$ cat src/rtl/plazer_st_pkg.sv
// Framing characters shared by the byte-to-packet decoder and the matching
// packet-to-byte encoder on the return path.
package plazer_st_pkg;

  localparam int unsigned BYTE_W = 8;

  typedef logic [BYTE_W-1:0] st_byte_t;

  localparam st_byte_t SOP_CHAR  = 8'h7A;
  localparam st_byte_t EOP_CHAR  = 8'h7B;
  localparam st_byte_t CHAN_CHAR = 8'h7C;
  localparam st_byte_t ESC_CHAR  = 8'h7D;
  localparam st_byte_t ESC_XOR   = 8'h20;

  typedef enum logic [2:0] {
    K_LIT,
    K_ESC,
    K_SOP,
    K_EOP,
    K_CHAN
  } byte_kind_t;

  // Classify an unescaped stream byte.
  function automatic byte_kind_t classify(input st_byte_t b);
    byte_kind_t k;
    unique case (b)
      ESC_CHAR:  k = K_ESC;
      SOP_CHAR:  k = K_SOP;
      EOP_CHAR:  k = K_EOP;
      CHAN_CHAR: k = K_CHAN;
      default:   k = K_LIT;
    endcase
    return k;
  endfunction

  // True when a byte must be escaped on the wire.
  function automatic logic is_special(input st_byte_t b);
    return classify(b) != K_LIT;
  endfunction

endpackage

$ cat src/rtl/plazer_master_0_b2p.sv
// Byte-stream to Avalon-ST packet decoder: strips SOP/EOP/CHAN/ESC framing
// and emits registered data beats with packet markers and channel.
module plazer_master_0_b2p
  import plazer_st_pkg::*;
#(
  parameter int unsigned CHANNEL_WIDTH = 8
) (
  input  logic                     clk,
  input  logic                     reset,
  input  logic                     in_valid,
  input  logic [BYTE_W-1:0]        in_data,
  output logic                     in_ready,
  output logic                     out_valid,
  output logic [BYTE_W-1:0]        out_data,
  output logic                     out_startofpacket,
  output logic                     out_endofpacket,
  output logic [CHANNEL_WIDTH-1:0] out_channel,
  input  logic                     out_ready
);

  logic                     esc_pending, esc_pending_n;
  logic                     chan_pending, chan_pending_n;
  logic                     sop_pending, sop_pending_n;
  logic                     eop_pending, eop_pending_n;
  logic [CHANNEL_WIDTH-1:0] chan_reg, chan_reg_n;

  logic                     out_valid_n;
  logic [BYTE_W-1:0]        out_data_n;
  logic                     out_sop_n;
  logic                     out_eop_n;
  logic [CHANNEL_WIDTH-1:0] out_channel_n;

  logic                     accept;
  logic                     lit_valid;
  st_byte_t                 lit;

  // Output register is free when empty or draining this cycle.
  assign in_ready = out_ready || !out_valid;
  assign accept   = in_valid && in_ready;

  // Decode one accepted byte; escaped operands are always literals.
  always_comb begin : decode
    esc_pending_n  = esc_pending;
    chan_pending_n = chan_pending;
    sop_pending_n  = sop_pending;
    eop_pending_n  = eop_pending;
    chan_reg_n     = chan_reg;
    out_valid_n    = out_valid;
    out_data_n     = out_data;
    out_sop_n      = out_startofpacket;
    out_eop_n      = out_endofpacket;
    out_channel_n  = out_channel;
    lit            = in_data;
    lit_valid      = 1'b0;

    if (out_valid && out_ready) begin
      out_valid_n = 1'b0;
    end

    if (accept) begin
      if (esc_pending) begin
        esc_pending_n = 1'b0;
        lit           = in_data ^ ESC_XOR;
        lit_valid     = 1'b1;
      end else begin
        unique case (classify(in_data))
          K_ESC:  esc_pending_n = 1'b1;
          K_SOP: begin
            sop_pending_n  = 1'b1;
            chan_pending_n = 1'b0;
          end
          K_EOP: begin
            eop_pending_n  = 1'b1;
            chan_pending_n = 1'b0;
          end
          K_CHAN: chan_pending_n = 1'b1;
          default: lit_valid = 1'b1;
        endcase
      end

      if (lit_valid) begin
        if (chan_pending) begin
          chan_reg_n     = CHANNEL_WIDTH'(lit);
          chan_pending_n = 1'b0;
        end else begin
          out_valid_n   = 1'b1;
          out_data_n    = lit;
          out_sop_n     = sop_pending;
          out_eop_n     = eop_pending;
          out_channel_n = chan_reg;
          sop_pending_n = 1'b0;
          eop_pending_n = 1'b0;
        end
      end
    end
  end

  // Decoder flags, channel latch and output beat register.
  always_ff @(posedge clk or posedge reset) begin : regs
    if (reset) begin
      esc_pending       <= 1'b0;
      chan_pending      <= 1'b0;
      sop_pending       <= 1'b0;
      eop_pending       <= 1'b0;
      chan_reg          <= '0;
      out_valid         <= 1'b0;
      out_data          <= '0;
      out_startofpacket <= 1'b0;
      out_endofpacket   <= 1'b0;
      out_channel       <= '0;
    end else begin
      esc_pending       <= esc_pending_n;
      chan_pending      <= chan_pending_n;
      sop_pending       <= sop_pending_n;
      eop_pending       <= eop_pending_n;
      chan_reg          <= chan_reg_n;
      out_valid         <= out_valid_n;
      out_data          <= out_data_n;
      out_startofpacket <= out_sop_n;
      out_endofpacket   <= out_eop_n;
      out_channel       <= out_channel_n;
    end
  end

endmodule

$ cat config.mk
export PLATFORM = sky130hd
export DESIGN_NAME = plazer_master_0_b2p
export DESIGN_NICKNAME = d
export VERILOG_FILES = /design/src/rtl/plazer_st_pkg.sv /design/src/rtl/plazer_master_0_b2p.sv
export SDC_FILE = /design/constraint.sdc
export NUM_CORES = 1
export LEC_CHECK = 0
export BUFFER_PORTS_ARGS = -buffer_cell sky130_fd_sc_hd__buf_2
export CAP_MARGIN = 0
export CELL_PAD_IN_SITES_DETAIL_PLACEMENT = 0
export CELL_PAD_IN_SITES_GLOBAL_PLACEMENT = 1
export CORE_ASPECT_RATIO = 0.75
export CORE_MARGIN = 3
export CORE_UTILIZATION = 40
export DETAILED_ROUTE_END_ITERATION = 7
export PLACE_DENSITY_LB_ADDON = 0.1
export SLEW_MARGIN = 25
export SYNTH_ARGS = -nofsm -noshare
export SYNTH_HDL_FRONTEND = slang
export SYNTH_SLANG_ARGS = --single-unit
$ cat constraint.sdc
create_clock -name clk -period 1.86 [get_ports clk]
set_input_delay 0.186 -clock clk [delete_from_list [all_inputs] [get_ports clk]]
set_output_delay 0.186 -clock clk [all_outputs]
set_load 0.03 [all_outputs]
==> results of run 1 <==
-- synthesized netlist by cell type --
cell,n
sky130_fd_sc_hd__mux2_4,17
sky130_fd_sc_hd__o22a_1,1
sky130_fd_sc_hd__and2b_4,1
sky130_fd_sc_hd__nor2_1,1
sky130_fd_sc_hd__dfrtp_1,31
sky130_fd_sc_hd__nand3_1,3
sky130_fd_sc_hd__o31ai_1,1
sky130_fd_sc_hd__nand2_4,1
sky130_fd_sc_hd__nor4_1,1
sky130_fd_sc_hd__xor2_1,2
sky130_fd_sc_hd__and4b_1,1
sky130_fd_sc_hd__nor2b_1,1
sky130_fd_sc_hd__inv_1,3
sky130_fd_sc_hd__a21oi_1,1
sky130_fd_sc_hd__nand2_1,5
sky130_fd_sc_hd__o21a_1,2
sky130_fd_sc_hd__nor3_1,2
sky130_fd_sc_hd__buf_6,3
sky130_fd_sc_hd__mux2_2,7
sky130_fd_sc_hd__or4_4,1
sky130_fd_sc_hd__a31oi_1,2
sky130_fd_sc_hd__a211oi_2,1
sky130_fd_sc_hd__a31oi_2,1
sky130_fd_sc_hd__nand2b_1,3
-- cell type report --
| type | count | area share [%] |
|---|---|---|
| Clock buffer | 6 | 4.93 |
| Tap cell | 38 | 2.84 |
| Multi-Input combinational cell | 55 | 32.8 |
| Timing Repair Buffer | 37 | 12.1 |
| Inverter | 3 | 0.673 |
| Sequential cell | 31 | 46.3 |
| Clock inverter | 1 | 0.299 |
-- worst register-to-register path, stage by stage, from the launching register on --
cell                      delay, ns
sky130_fd_sc_hd__dfrtp_1       0.42
sky130_fd_sc_hd__and2b_4       0.30
sky130_fd_sc_hd__a31oi_1       0.11
sky130_fd_sc_hd__nand3_1       0.13
sky130_fd_sc_hd__buf_4         0.29
sky130_fd_sc_hd__mux2_4        0.33
-- per-stage QoR --
| step | hold WS, ns | cell area (um2) |
|---|---|---|
| floorplan | 0.290 | 1370 |
| global placement | 0.280 | 1580 |
| detailed placement | 0.286 | 1580 |
| CTS | 0.154 | 1670 |
| global route | 0.171 | 1670 |
| finish | 0.166 | 1670 |
-- power by group --
| group | total [mW] | switching [mW] | internal, mW |
|---|---|---|---|
| registers | 1.02 | 0.117 | 0.906 |
| clock network | 0.523 | 0.234 | 0.290 |
| logic | 0.885 | 0.483 | 0.402 |
-- routing by layer --
layer	track usage (%)	up-vias
met4	6.98	0
met1	19.3	428
li1	-	406
met5	0	-
met3	4.83	4
met2	17.9	24
-- worst paths after layout --
path	to	slack (ns)	cells after the start	start
min	out_data[6]	0.17	2	in_data[6]
min in group asynchronous	out_channel[5]	0.52	4	reset
max in group asynchronous	out_channel[2]	1.04	4	reset
min reg2reg	sop_pending	0.49	1	sop_pending
max reg2reg	out_channel[3]	0.15	5	esc_pending
max	out_channel[3]	0.15	5	esc_pending
-- cell families (layout without fill, tap and decap cells) --
group                     after synthesis  count (layout)  synth area share, %
xor gates and xnor gates                2               2                 1.28
DFF                                    31              31                 56.7
buffers and inverters                   6              47                 3.29
and+or+nand+nor                        20              20                 8.87
AOI/OAI and AO/OA                       9               9                 5.40
muxes                                  24              24                 24.4
-- what timing repair did --
item / CTS / global route
hold endpoints to repair: 31 / 0
hold buffers: 1 / 0
setup buffers: 0 / 0
==> flow_results.xml, run 1 <==
<?xml version="1.0" encoding="UTF-8"?>
<metrics>
  <group name="run_status">
    <metric name="run_status" unit="">finished clean</metric>
  </group>
  <group name="floorplanning">
    <metric name="design.die.area" unit="um2">4160</metric>
    <metric name="floorplan.initialDensity" unit="%">44.0</metric>
    <metric name="die_w" unit="um">73.5</metric>
    <metric name="number_of_cell_rows" unit="">17</metric>
    <metric name="core-area" unit="um2">3110</metric>
    <metric name="dieHeight" unit="um">56.6</metric>
    <metric name="ios" unit="">32</metric>
  </group>
  <group name="routing">
    <metric name="route.detailed.vias_per_inst" unit="">5.04</metric>
    <metric name="drt-initial-drc-count" unit="">33</metric>
    <metric name="post-route-drc-count" unit="">0</metric>
    <metric name="routed_via_count" unit="">862</metric>
    <metric name="wl_met3" unit="um">156</metric>
    <metric name="maxUsedRoutingLayer" unit="">met4</metric>
    <metric name="met2RoutedLength" unit="um">1090</metric>
    <metric name="routed_wl" unit="um">2490</metric>
    <metric name="routedLengthMet1" unit="um">1210</metric>
    <metric name="detail-route-antenna-nets" unit="">0</metric>
    <metric name="routedWlPerCell" unit="um">14.6</metric>
    <metric name="detail_route.first_pass.iterations" unit="">4</metric>
  </group>
  <group name="timing">
    <metric name="setup-violations-final" unit="">0</metric>
    <metric name="worstMarginPinSlew" unit="ns">0.397</metric>
    <metric name="max_clock_freq" unit="GHz">0.584</metric>
    <metric name="rsz0062_at_grt" unit="">no</metric>
    <metric name="final-max-slew-violation-count" unit="">0</metric>
    <metric name="timing.final.hold_violations" unit="">0</metric>
    <metric name="max_slew_margin" unit="%">73.5</metric>
    <metric name="final.setup.worst_slack" unit="ns">0.148</metric>
    <metric name="fin_worst_skew" unit="ns">0.00703</metric>
    <metric name="layout_worst_path_cycle_share" unit="%">92.1</metric>
    <metric name="timing.setup.tns" unit="ns">0</metric>
    <metric name="post-route-min-period" unit="ns">1.71</metric>
  </group>
  <group name="worst_setup_path">
    <metric name="worst-endpoint-required" unit="ns">2.02</metric>
    <metric name="cpPeakStageDelay" unit="ns">0.42</metric>
    <metric name="critical_path.top_delay_family" unit="">simple AND/OR/NAND/NOR gates</metric>
    <metric name="worst_path_max_delay_cell" unit="">sky130_fd_sc_hd__dfrtp_1</metric>
    <metric name="path_buf_inv" unit="">1</metric>
    <metric name="worstPathMaxFanout" unit="">15</metric>
    <metric name="timing.critical_path.arrival" unit="ns">1.87</metric>
    <metric name="critPathLaunchType" unit="">flip-flop</metric>
    <metric name="crit_path_cell_trace" unit="">and2b_4 -&gt; a31oi_1 -&gt; nand3_1 -&gt; buf_4 -&gt; mux2_4</metric>
    <metric name="worst_setup_path_end_kind" unit="">flip-flop</metric>
    <metric name="crit_type" unit="">flip-flop to flip-flop</metric>
  </group>
  <group name="logic_synthesis">
    <metric name="synthDominantAreaCellType" unit="">sky130_fd_sc_hd__dfrtp_1</metric>
    <metric name="synth_seq_area_share" unit="%">56.7</metric>
    <metric name="synth_warnings" unit="">0</metric>
    <metric name="synth.lib_cells_used.distinct" unit="">24</metric>
    <metric name="synthesis.area" unit="um2">1370</metric>
    <metric name="synth_seq_cells" unit="">31</metric>
    <metric name="synth_cells" unit="">92</metric>
    <metric name="postSynthNetCount" unit="">104</metric>
    <metric name="synth_area_per_cell" unit="um2">14.9</metric>
    <metric name="synth_top_cells_by_area" unit="">sky130_fd_sc_hd__dfrtp_1 57%, sky130_fd_sc_hd__mux2_4 19%, sky130_fd_sc_hd__mux2_2 5.8%</metric>
    <metric name="synth_top_area_share" unit="%">56.7</metric>
  </group>
  <group name="finish">
    <metric name="final_nets" unit="">145</metric>
    <metric name="drive_gt1_share" unit="%">54.9</metric>
    <metric name="n_antenna_cell" unit="">0</metric>
    <metric name="final-seq-area" unit="um2">776</metric>
    <metric name="commonest_non_fill_non_tap_cells_in_the_layout" unit="">31 x sky130_fd_sc_hd__dfrtp_1, 31 x sky130_fd_sc_hd__buf_2, 17 x sky130_fd_sc_hd__mux2_4</metric>
    <metric name="fill_cells" unit="">266</metric>
    <metric name="finish.utilization" unit="%">53.9</metric>
    <metric name="area.growth.synth_to_final" unit="%">22.4</metric>
    <metric name="total_area_of_multi_input_combinational_cells" unit="um2">549</metric>
    <metric name="stdcell_count" unit="">171</metric>
  </group>
  <group name="placement">
    <metric name="place_congestion" unit="">0.760</metric>
    <metric name="pre_cts_slack" unit="ns">0.115</metric>
    <metric name="placed_wire_length_estimate_after_detailed_placement" unit="um">1790</metric>
    <metric name="place.port_buffers" unit="">31</metric>
    <metric name="cell_count_after_placement" unit="">163</metric>
  </group>
  <group name="pwr">
    <metric name="power-per-cell-area" unit="nW/um2">1450</metric>
    <metric name="power.ir.vdd_worst" unit="mV">0.801</metric>
    <metric name="cellLeakagePower" unit="nW">0.842</metric>
    <metric name="totalPowerFinal" unit="mW">2.43</metric>
  </group>
  <group name="clocking">
    <metric name="cts_inserted_buffers" unit="">5</metric>
    <metric name="cts.root.buffer_cell" unit="">sky130_fd_sc_hd__clkbuf_8</metric>
    <metric name="clock_transition_at_the_register_clock_pins_on_the_worst_setup_and_hold_paths_after_cts" unit="ns">0.07</metric>
    <metric name="clock_path_buffers" unit="">2</metric>
    <metric name="cts-resized-gates" unit="">0</metric>
    <metric name="ctsHtreeMaxLevel" unit="">2</metric>
    <metric name="insertion_delay" unit="ns">0.28</metric>
    <metric name="tritoncts" unit="">yes</metric>
    <metric name="clock_sinks" unit="">31</metric>
  </group>
  <group name="global_routing">
    <metric name="grt_first_pass_wirelength" unit="um">4190</metric>
    <metric name="grt.total_usage" unit="%">13.6</metric>
    <metric name="vias_in_the_first_global_route" unit="">848</metric>
    <metric name="number_of_antenna_violations_at_the_first_check_in_global_routing" unit="">0</metric>
    <metric name="overflow" unit="">0</metric>
    <metric name="grt_max_degree" unit="">32</metric>
  </group>
  <group name="hold_path">
    <metric name="hold_path.class" unit="">primary input to flip-flop</metric>
  </group>
  <group name="flow_run">
    <metric name="timing.max_cap.violations" unit="">0</metric>
  </group>
</metrics>
Power figures use the tool's default switching activity.
==> run 2, diff against run 1 <==
--- a/config.mk
+++ b/config.mk
@@ -11,7 +11,7 @@
 export CELL_PAD_IN_SITES_GLOBAL_PLACEMENT = 1
 export CORE_ASPECT_RATIO = 0.75
 export CORE_MARGIN = 3
-export CORE_UTILIZATION = 40
+export CORE_UTILIZATION = 42
 export DETAILED_ROUTE_END_ITERATION = 7
 export PLACE_DENSITY_LB_ADDON = 0.1
 export SLEW_MARGIN = 25
==> run 2 against run 1 <==
  * Flip-flop and latch count is the same
  * Sequential power is essentially flat
  * Worst hold slack gained 0.00072 ns
  * Register-to-register slack gained 0.02 ns
  * Via count shrank 0.81%
  * Critical path type unchanged
  * Largest cell class unchanged
==> flow_results.xml, run 2 (synthesized netlist as in run 1, its figures left out) <==
<?xml version="1.0" encoding="UTF-8"?>
<metrics>
  <group name="run_status">
    <metric name="run_status" unit="">finished clean</metric>
  </group>
  <group name="timing">
    <metric name="final-max-slew-violation-count" unit="">0</metric>
    <metric name="timing.setup.tns" unit="ns">0</metric>
    <metric name="setup-violations-final" unit="">0</metric>
    <metric name="max_slew_margin" unit="%">74.5</metric>
    <metric name="max_clock_freq" unit="GHz">0.590</metric>
    <metric name="layout_worst_path_cycle_share" unit="%">91.1</metric>
    <metric name="timing.final.hold_violations" unit="">0</metric>
    <metric name="fin_hold_ws" unit="ns">0.167</metric>
    <metric name="fin_worst_skew" unit="ns">0.00389</metric>
    <metric name="post-route-min-period" unit="ns">1.69</metric>
    <metric name="rsz0062_at_grt" unit="">no</metric>
    <metric name="worstMarginPinSlew" unit="ns">0.382</metric>
  </group>
  <group name="worst_setup_path">
    <metric name="worst_path_max_delay_cell" unit="">sky130_fd_sc_hd__dfrtp_1</metric>
    <metric name="critical_path.top_delay_family" unit="">flip-flops</metric>
    <metric name="first_element_of_the_critical_path" unit="">esc_pending</metric>
    <metric name="crit_type" unit="">flip-flop to flip-flop</metric>
    <metric name="r2r_path_start" unit="">esc_pending</metric>
    <metric name="cpPeakStageDelay" unit="ns">0.40</metric>
    <metric name="worstPathMaxFanout" unit="">20</metric>
    <metric name="register_to_register_path_setup_slack" unit="ns">0.17</metric>
    <metric name="timing.critical_path.arrival" unit="ns">1.86</metric>
    <metric name="worst_setup_path_end_kind" unit="">flip-flop</metric>
    <metric name="worst-endpoint-required" unit="ns">2.02</metric>
    <metric name="timing.rr.end" unit="">out_data[1]</metric>
    <metric name="crit_path_cell_trace" unit="">and2b_4 -&gt; a31oi_1 -&gt; nand3_1 -&gt; buf_4 -&gt; mux2_4</metric>
    <metric name="critPathLaunchType" unit="">flip-flop</metric>
    <metric name="path_buf_inv" unit="">1</metric>
    <metric name="ff2ff_path_depth" unit="">5</metric>
  </group>
  <group name="clocking">
    <metric name="cts_hold_buf" unit="">1</metric>
    <metric name="clock_path_buffers" unit="">2</metric>
    <metric name="insertion_delay" unit="ns">0.28</metric>
    <metric name="clock_transition_at_the_register_clock_pins_on_the_worst_setup_and_hold_paths_after_cts" unit="ns">0.06</metric>
    <metric name="cts_inserted_buffers" unit="">5</metric>
    <metric name="cts-resized-gates" unit="">0</metric>
    <metric name="clock_sinks" unit="">31</metric>
    <metric name="ctsHtreeMaxLevel" unit="">2</metric>
    <metric name="tritoncts" unit="">yes</metric>
    <metric name="post-cts-setup-buffers" unit="">0</metric>
    <metric name="cts.root.buffer_cell" unit="">sky130_fd_sc_hd__clkbuf_8</metric>
  </group>
  <group name="placement">
    <metric name="place.port_buffers" unit="">31</metric>
    <metric name="place_congestion" unit="">0.800</metric>
    <metric name="placed_wire_length_estimate_after_detailed_placement" unit="um">1800</metric>
  </group>
  <group name="global_routing">
    <metric name="grt.total_usage" unit="%">14.3</metric>
    <metric name="grt_first_pass_wirelength" unit="um">4280</metric>
    <metric name="grt_max_degree" unit="">32</metric>
    <metric name="overflow" unit="">0</metric>
    <metric name="number_of_antenna_violations_at_the_first_check_in_global_routing" unit="">0</metric>
    <metric name="vias_in_the_first_global_route" unit="">887</metric>
  </group>
  <group name="finish">
    <metric name="n_antenna_cell" unit="">0</metric>
    <metric name="drive_gt1_share" unit="%">54.5</metric>
    <metric name="area.growth.synth_to_final" unit="%">23.3</metric>
    <metric name="fill_cells" unit="">275</metric>
    <metric name="final_nets" unit="">145</metric>
    <metric name="final-seq-area" unit="um2">776</metric>
    <metric name="total_area_of_multi_input_combinational_cells" unit="um2">549</metric>
    <metric name="commonest_non_fill_non_tap_cells_in_the_layout" unit="">31 x sky130_fd_sc_hd__dfrtp_1, 31 x sky130_fd_sc_hd__buf_2, 17 x sky130_fd_sc_hd__mux2_4</metric>
  </group>
  <group name="routing">
    <metric name="detail_route.first_pass.iterations" unit="">4</metric>
    <metric name="post-route-drc-count" unit="">0</metric>
    <metric name="routedWlPerCell" unit="um">14.5</metric>
    <metric name="routed_wl" unit="um">2490</metric>
    <metric name="route.detailed.vias_per_inst" unit="">4.97</metric>
    <metric name="drt-initial-drc-count" unit="">30</metric>
    <metric name="routed_via_count" unit="">855</metric>
    <metric name="detail-route-antenna-nets" unit="">0</metric>
  </group>
  <group name="flow_run">
    <metric name="timing.max_cap.violations" unit="">0</metric>
  </group>
  <group name="pwr">
    <metric name="power.ir.vdd_worst" unit="mV">0.671</metric>
    <metric name="cellLeakagePower" unit="nW">0.848</metric>
    <metric name="power-per-cell-area" unit="nW/um2">1470</metric>
  </group>
  <group name="hold_path">
    <metric name="hold_path.class" unit="">primary input to flip-flop</metric>
    <metric name="timing.hold.worst_path_depth" unit="">2</metric>
    <metric name="whs_endpoint" unit="">chan_reg[6]</metric>
    <metric name="holdCritStartpoint" unit="">in_data[6]</metric>
  </group>
  <group name="floorplanning">
    <metric name="design.die.area" unit="um2">3980</metric>
    <metric name="dieHeight" unit="um">55.4</metric>
    <metric name="die_w" unit="um">71.9</metric>
    <metric name="floorplan.initialDensity" unit="%">45.3</metric>
    <metric name="ios" unit="">32</metric>
    <metric name="number_of_cell_rows" unit="">17</metric>
    <metric name="core-area" unit="um2">3020</metric>
  </group>
</metrics>
==> run 2: cell count changes in the layout (fill, tap and decap cells not counted), sizes merged <==
cell    previous run  this run
clkbuf             6         8
clkinv             1         0
==> run 2: worst max path at each step <==
stage	to	slack (ns)	cells after the start
after floorplan	chan_reg[0]	0.11	4
after CTS	out_data[6]	0.16	5
after global routing	out_data[6]	0.08	5
final	out_data[1]	0.17	5
after global placement	out_data[3]	0.20	5
after detailed placement	out_data[6]	0.16	5
==> run 2: per-stage QoR <==
stage,instances,cell area (um2),utilization [%],power [mW],setup WS (ns)
floorplan,92,1370,-,1.70,0.114
global placement,163,1580,52.2,1.91,0.204
detailed placement,163,1580,52.2,1.93,0.160
CTS,172,1690,55.8,2.52,0.157
global route,172,1690,55.8,2.63,0.0833
finish,172,1690,55.8,2.48,0.165
==> run 2: layout make-up <==
class | count | share of cell area, %
Sequential cell | 31 | 46.0
Multi-Input combinational cell | 55 | 32.6
Timing Repair Buffer | 37 | 12.0
Clock buffer | 8 | 5.93
Tap cell | 38 | 2.82
Inverter | 3 | 0.668
==> run 2: metal layers <==
layer	up-vias	share of wire [%]	GRT usage, %
met3	5	5.5	4.36
met4	0	1.6	7.24
met1	420	49	19.4
met2	23	44	20.5
met5	-	0	0
li1	407	-	-
==> run 2: power by group <==
group          total [mW]  switching (mW)  internal, mW
clock               0.574           0.237         0.337
combinational       0.880           0.481         0.399
sequential           1.03           0.121         0.906
==> run 2: worst register-to-register path: cells and delay by family, from the launching register on <==
family,cells,cell delay [ns]
AOI/OAI and AO/OA,1,0.11
buffers and inverters,1,0.33
and+or+nand+nor,2,0.40
muxes,1,0.34
DFF,1,0.40
==> run 3, diff against run 2 <==
--- a/config.mk
+++ b/config.mk
@@ -13,7 +13,7 @@
 export CORE_MARGIN = 3
 export CORE_UTILIZATION = 42
 export DETAILED_ROUTE_END_ITERATION = 7
-export PLACE_DENSITY_LB_ADDON = 0.1
+export PLACE_DENSITY = 0.74
 export SLEW_MARGIN = 25
 export SYNTH_ARGS = -nofsm -noshare
 export SYNTH_HDL_FRONTEND = slang
==> run 3 against run 2 <==
  * Worst hold slack lost 0.0094 ns
  * Combinational power grew 0.7%
  * Total power down 4.0%
  * Maximum frequency fell by 0.34%
  * Largest power group unchanged
==> flow_results.xml, run 3 (synthesized netlist as in run 1, its figures left out) <==
<?xml version="1.0" encoding="UTF-8"?>
<metrics>
  <group name="pwr">
    <metric name="power.ir.vdd_worst" unit="mV">0.749</metric>
    <metric name="cellLeakagePower" unit="nW">0.832</metric>
    <metric name="power-per-cell-area" unit="nW/um2">1440</metric>
  </group>
  <group name="routing">
    <metric name="route.detailed.vias_per_inst" unit="">4.98</metric>
    <metric name="routedWlPerCell" unit="um">14.8</metric>
    <metric name="routed_wl" unit="um">2520</metric>
    <metric name="detail_route.first_pass.iterations" unit="">4</metric>
    <metric name="routed_via_count" unit="">847</metric>
    <metric name="post-route-drc-count" unit="">0</metric>
    <metric name="drt-initial-drc-count" unit="">34</metric>
    <metric name="detail-route-antenna-nets" unit="">0</metric>
  </group>
  <group name="floorplanning">
    <metric name="core-area" unit="um2">3020</metric>
    <metric name="floorplan.initialDensity" unit="%">45.3</metric>
    <metric name="die_w" unit="um">71.9</metric>
    <metric name="dieHeight" unit="um">55.4</metric>
    <metric name="number_of_cell_rows" unit="">17</metric>
    <metric name="design.die.area" unit="um2">3980</metric>
    <metric name="ios" unit="">32</metric>
  </group>
  <group name="global_routing">
    <metric name="grt.total_usage" unit="%">15.2</metric>
    <metric name="grt_first_pass_wirelength" unit="um">4560</metric>
    <metric name="vias_in_the_first_global_route" unit="">918</metric>
    <metric name="overflow" unit="">0</metric>
    <metric name="grt_max_degree" unit="">32</metric>
    <metric name="number_of_antenna_violations_at_the_first_check_in_global_routing" unit="">0</metric>
  </group>
  <group name="worst_setup_path">
    <metric name="crit_type" unit="">flip-flop to flip-flop</metric>
    <metric name="timing.critical_path.arrival" unit="ns">1.87</metric>
    <metric name="worst_setup_path_end_kind" unit="">flip-flop</metric>
    <metric name="crit_path_cell_trace" unit="">and2b_4 -&gt; a31oi_1 -&gt; nand3_1 -&gt; buf_4 -&gt; mux2_4</metric>
    <metric name="worst-endpoint-required" unit="ns">2.03</metric>
    <metric name="worst_path_max_delay_cell" unit="">sky130_fd_sc_hd__dfrtp_1</metric>
    <metric name="critPathLaunchType" unit="">flip-flop</metric>
    <metric name="cpPeakStageDelay" unit="ns">0.42</metric>
    <metric name="worstPathMaxFanout" unit="">15</metric>
  </group>
  <group name="clocking">
    <metric name="ctsHtreeMaxLevel" unit="">2</metric>
    <metric name="cts_inserted_buffers" unit="">5</metric>
    <metric name="post-cts-setup-buffers" unit="">0</metric>
    <metric name="clock_sinks" unit="">31</metric>
    <metric name="clock_path_buffers" unit="">2</metric>
    <metric name="clock_transition_at_the_register_clock_pins_on_the_worst_setup_and_hold_paths_after_cts" unit="ns">0.06</metric>
    <metric name="tritoncts" unit="">yes</metric>
    <metric name="insertion_delay" unit="ns">0.28</metric>
    <metric name="cts.root.buffer_cell" unit="">sky130_fd_sc_hd__clkbuf_8</metric>
  </group>
  <group name="hold_path">
    <metric name="hold_path.class" unit="">primary input to flip-flop</metric>
  </group>
  <group name="timing">
    <metric name="rsz0062_at_grt" unit="">no</metric>
    <metric name="fin_worst_skew" unit="ns">0.00309</metric>
    <metric name="max_clock_freq" unit="GHz">0.588</metric>
    <metric name="final-max-slew-violation-count" unit="">0</metric>
    <metric name="timing.final.hold_violations" unit="">0</metric>
    <metric name="setup-violations-final" unit="">0</metric>
    <metric name="timing.setup.tns" unit="ns">0</metric>
    <metric name="layout_worst_path_cycle_share" unit="%">91.4</metric>
    <metric name="max_slew_margin" unit="%">74.0</metric>
    <metric name="post-route-min-period" unit="ns">1.70</metric>
    <metric name="worstMarginPinSlew" unit="ns">0.391</metric>
  </group>
  <group name="finish">
    <metric name="area.growth.synth_to_final" unit="%">21.3</metric>
    <metric name="final_cell_area" unit="um2">1660</metric>
    <metric name="drive_gt1_share" unit="%">53.8</metric>
    <metric name="final_nets" unit="">145</metric>
    <metric name="n_antenna_cell" unit="">0</metric>
    <metric name="commonest_non_fill_non_tap_cells_in_the_layout" unit="">31 x sky130_fd_sc_hd__dfrtp_1, 31 x sky130_fd_sc_hd__buf_2, 17 x sky130_fd_sc_hd__mux2_4</metric>
  </group>
  <group name="placement">
    <metric name="place.port_buffers" unit="">31</metric>
    <metric name="placed_wire_length_estimate_after_detailed_placement" unit="um">1780</metric>
    <metric name="dpl_cell_area" unit="um2">1580</metric>
    <metric name="place_congestion" unit="">0.753</metric>
  </group>
  <group name="flow_run">
    <metric name="timing.max_cap.violations" unit="">0</metric>
  </group>
  <group name="run_status">
    <metric name="run_status" unit="">finished clean</metric>
  </group>
</metrics>
[run 3: cell count changes in the layout (fill, tap and decap cells not counted), sizes merged]
cell	before	now
clkbuf	8	6
[run 3: area by class of cell]
class | count | area (um2)
flip-flops and latches | 31 | 776
repair buffers | 37 | 203
fillers | 285 | 1360
multi-input cells | 55 | 549
clock buffers | 6 | 72.6
inverters | 3 | 11.3
well taps | 38 | 47.5
[run 3: through the flow]
| stage | util (%) | power, mW | hold WS [ns] | setup slack (ns) | instances |
|---|---|---|---|---|---|
| after floorplan | - | 1.70 | 0.290 | 0.114 | 92 |
| after detailed placement | 52.2 | 1.93 | 0.289 | 0.148 | 163 |
| after global placement | 52.2 | 1.91 | 0.278 | 0.193 | 163 |
| after global routing | 54.9 | 2.53 | 0.162 | 0.0736 | 170 |
| final | 54.9 | 2.38 | 0.158 | 0.159 | 170 |
| after CTS | 54.9 | 2.42 | 0.145 | 0.163 | 170 |
[run 3: metal layers]
layer | GRT usage, % | vias up | wire length (um)
met2 | 20.3 | 26 | 1020
met3 | 7.64 | 5 | 216
li1 | - | 405 | -
met4 | 5.63 | 0 | 36
met5 | 0 | - | 0
met1 | 21.1 | 411 | 1260
[run 3: power by group]
part / internal, mW / switching, mW
clock network: 0.248 / 0.221
logic: 0.402 / 0.484
registers: 0.907 / 0.120
[run 3: timing repair]
action	CTS	global route
hold endpoints to repair	31	0
hold buffers	1	0
gates resized for setup	0	0
[run 3: worst paths after layout]
check	to	slack [ns]	start	cells after the start
max	out_data[3]	0.16	esc_pending	5
min	out_valid	0.16	in_valid	3
max reg2reg	out_data[3]	0.16	esc_pending	5
min reg2reg	sop_pending	0.50	sop_pending	1
max in group asynchronous	chan_reg[3]	1.05	reset	4
min in group asynchronous	out_channel[5]	0.52	reset	4
[run 3: critical path: cells and delay by family (launching register included)]
family | cells | cell delay, ns
DFF | 1 | 0.42
and+or+nand+nor | 2 | 0.43
buffers and inverters | 1 | 0.29
muxes | 1 | 0.33
AOI/OAI and AO/OA | 1 | 0.11
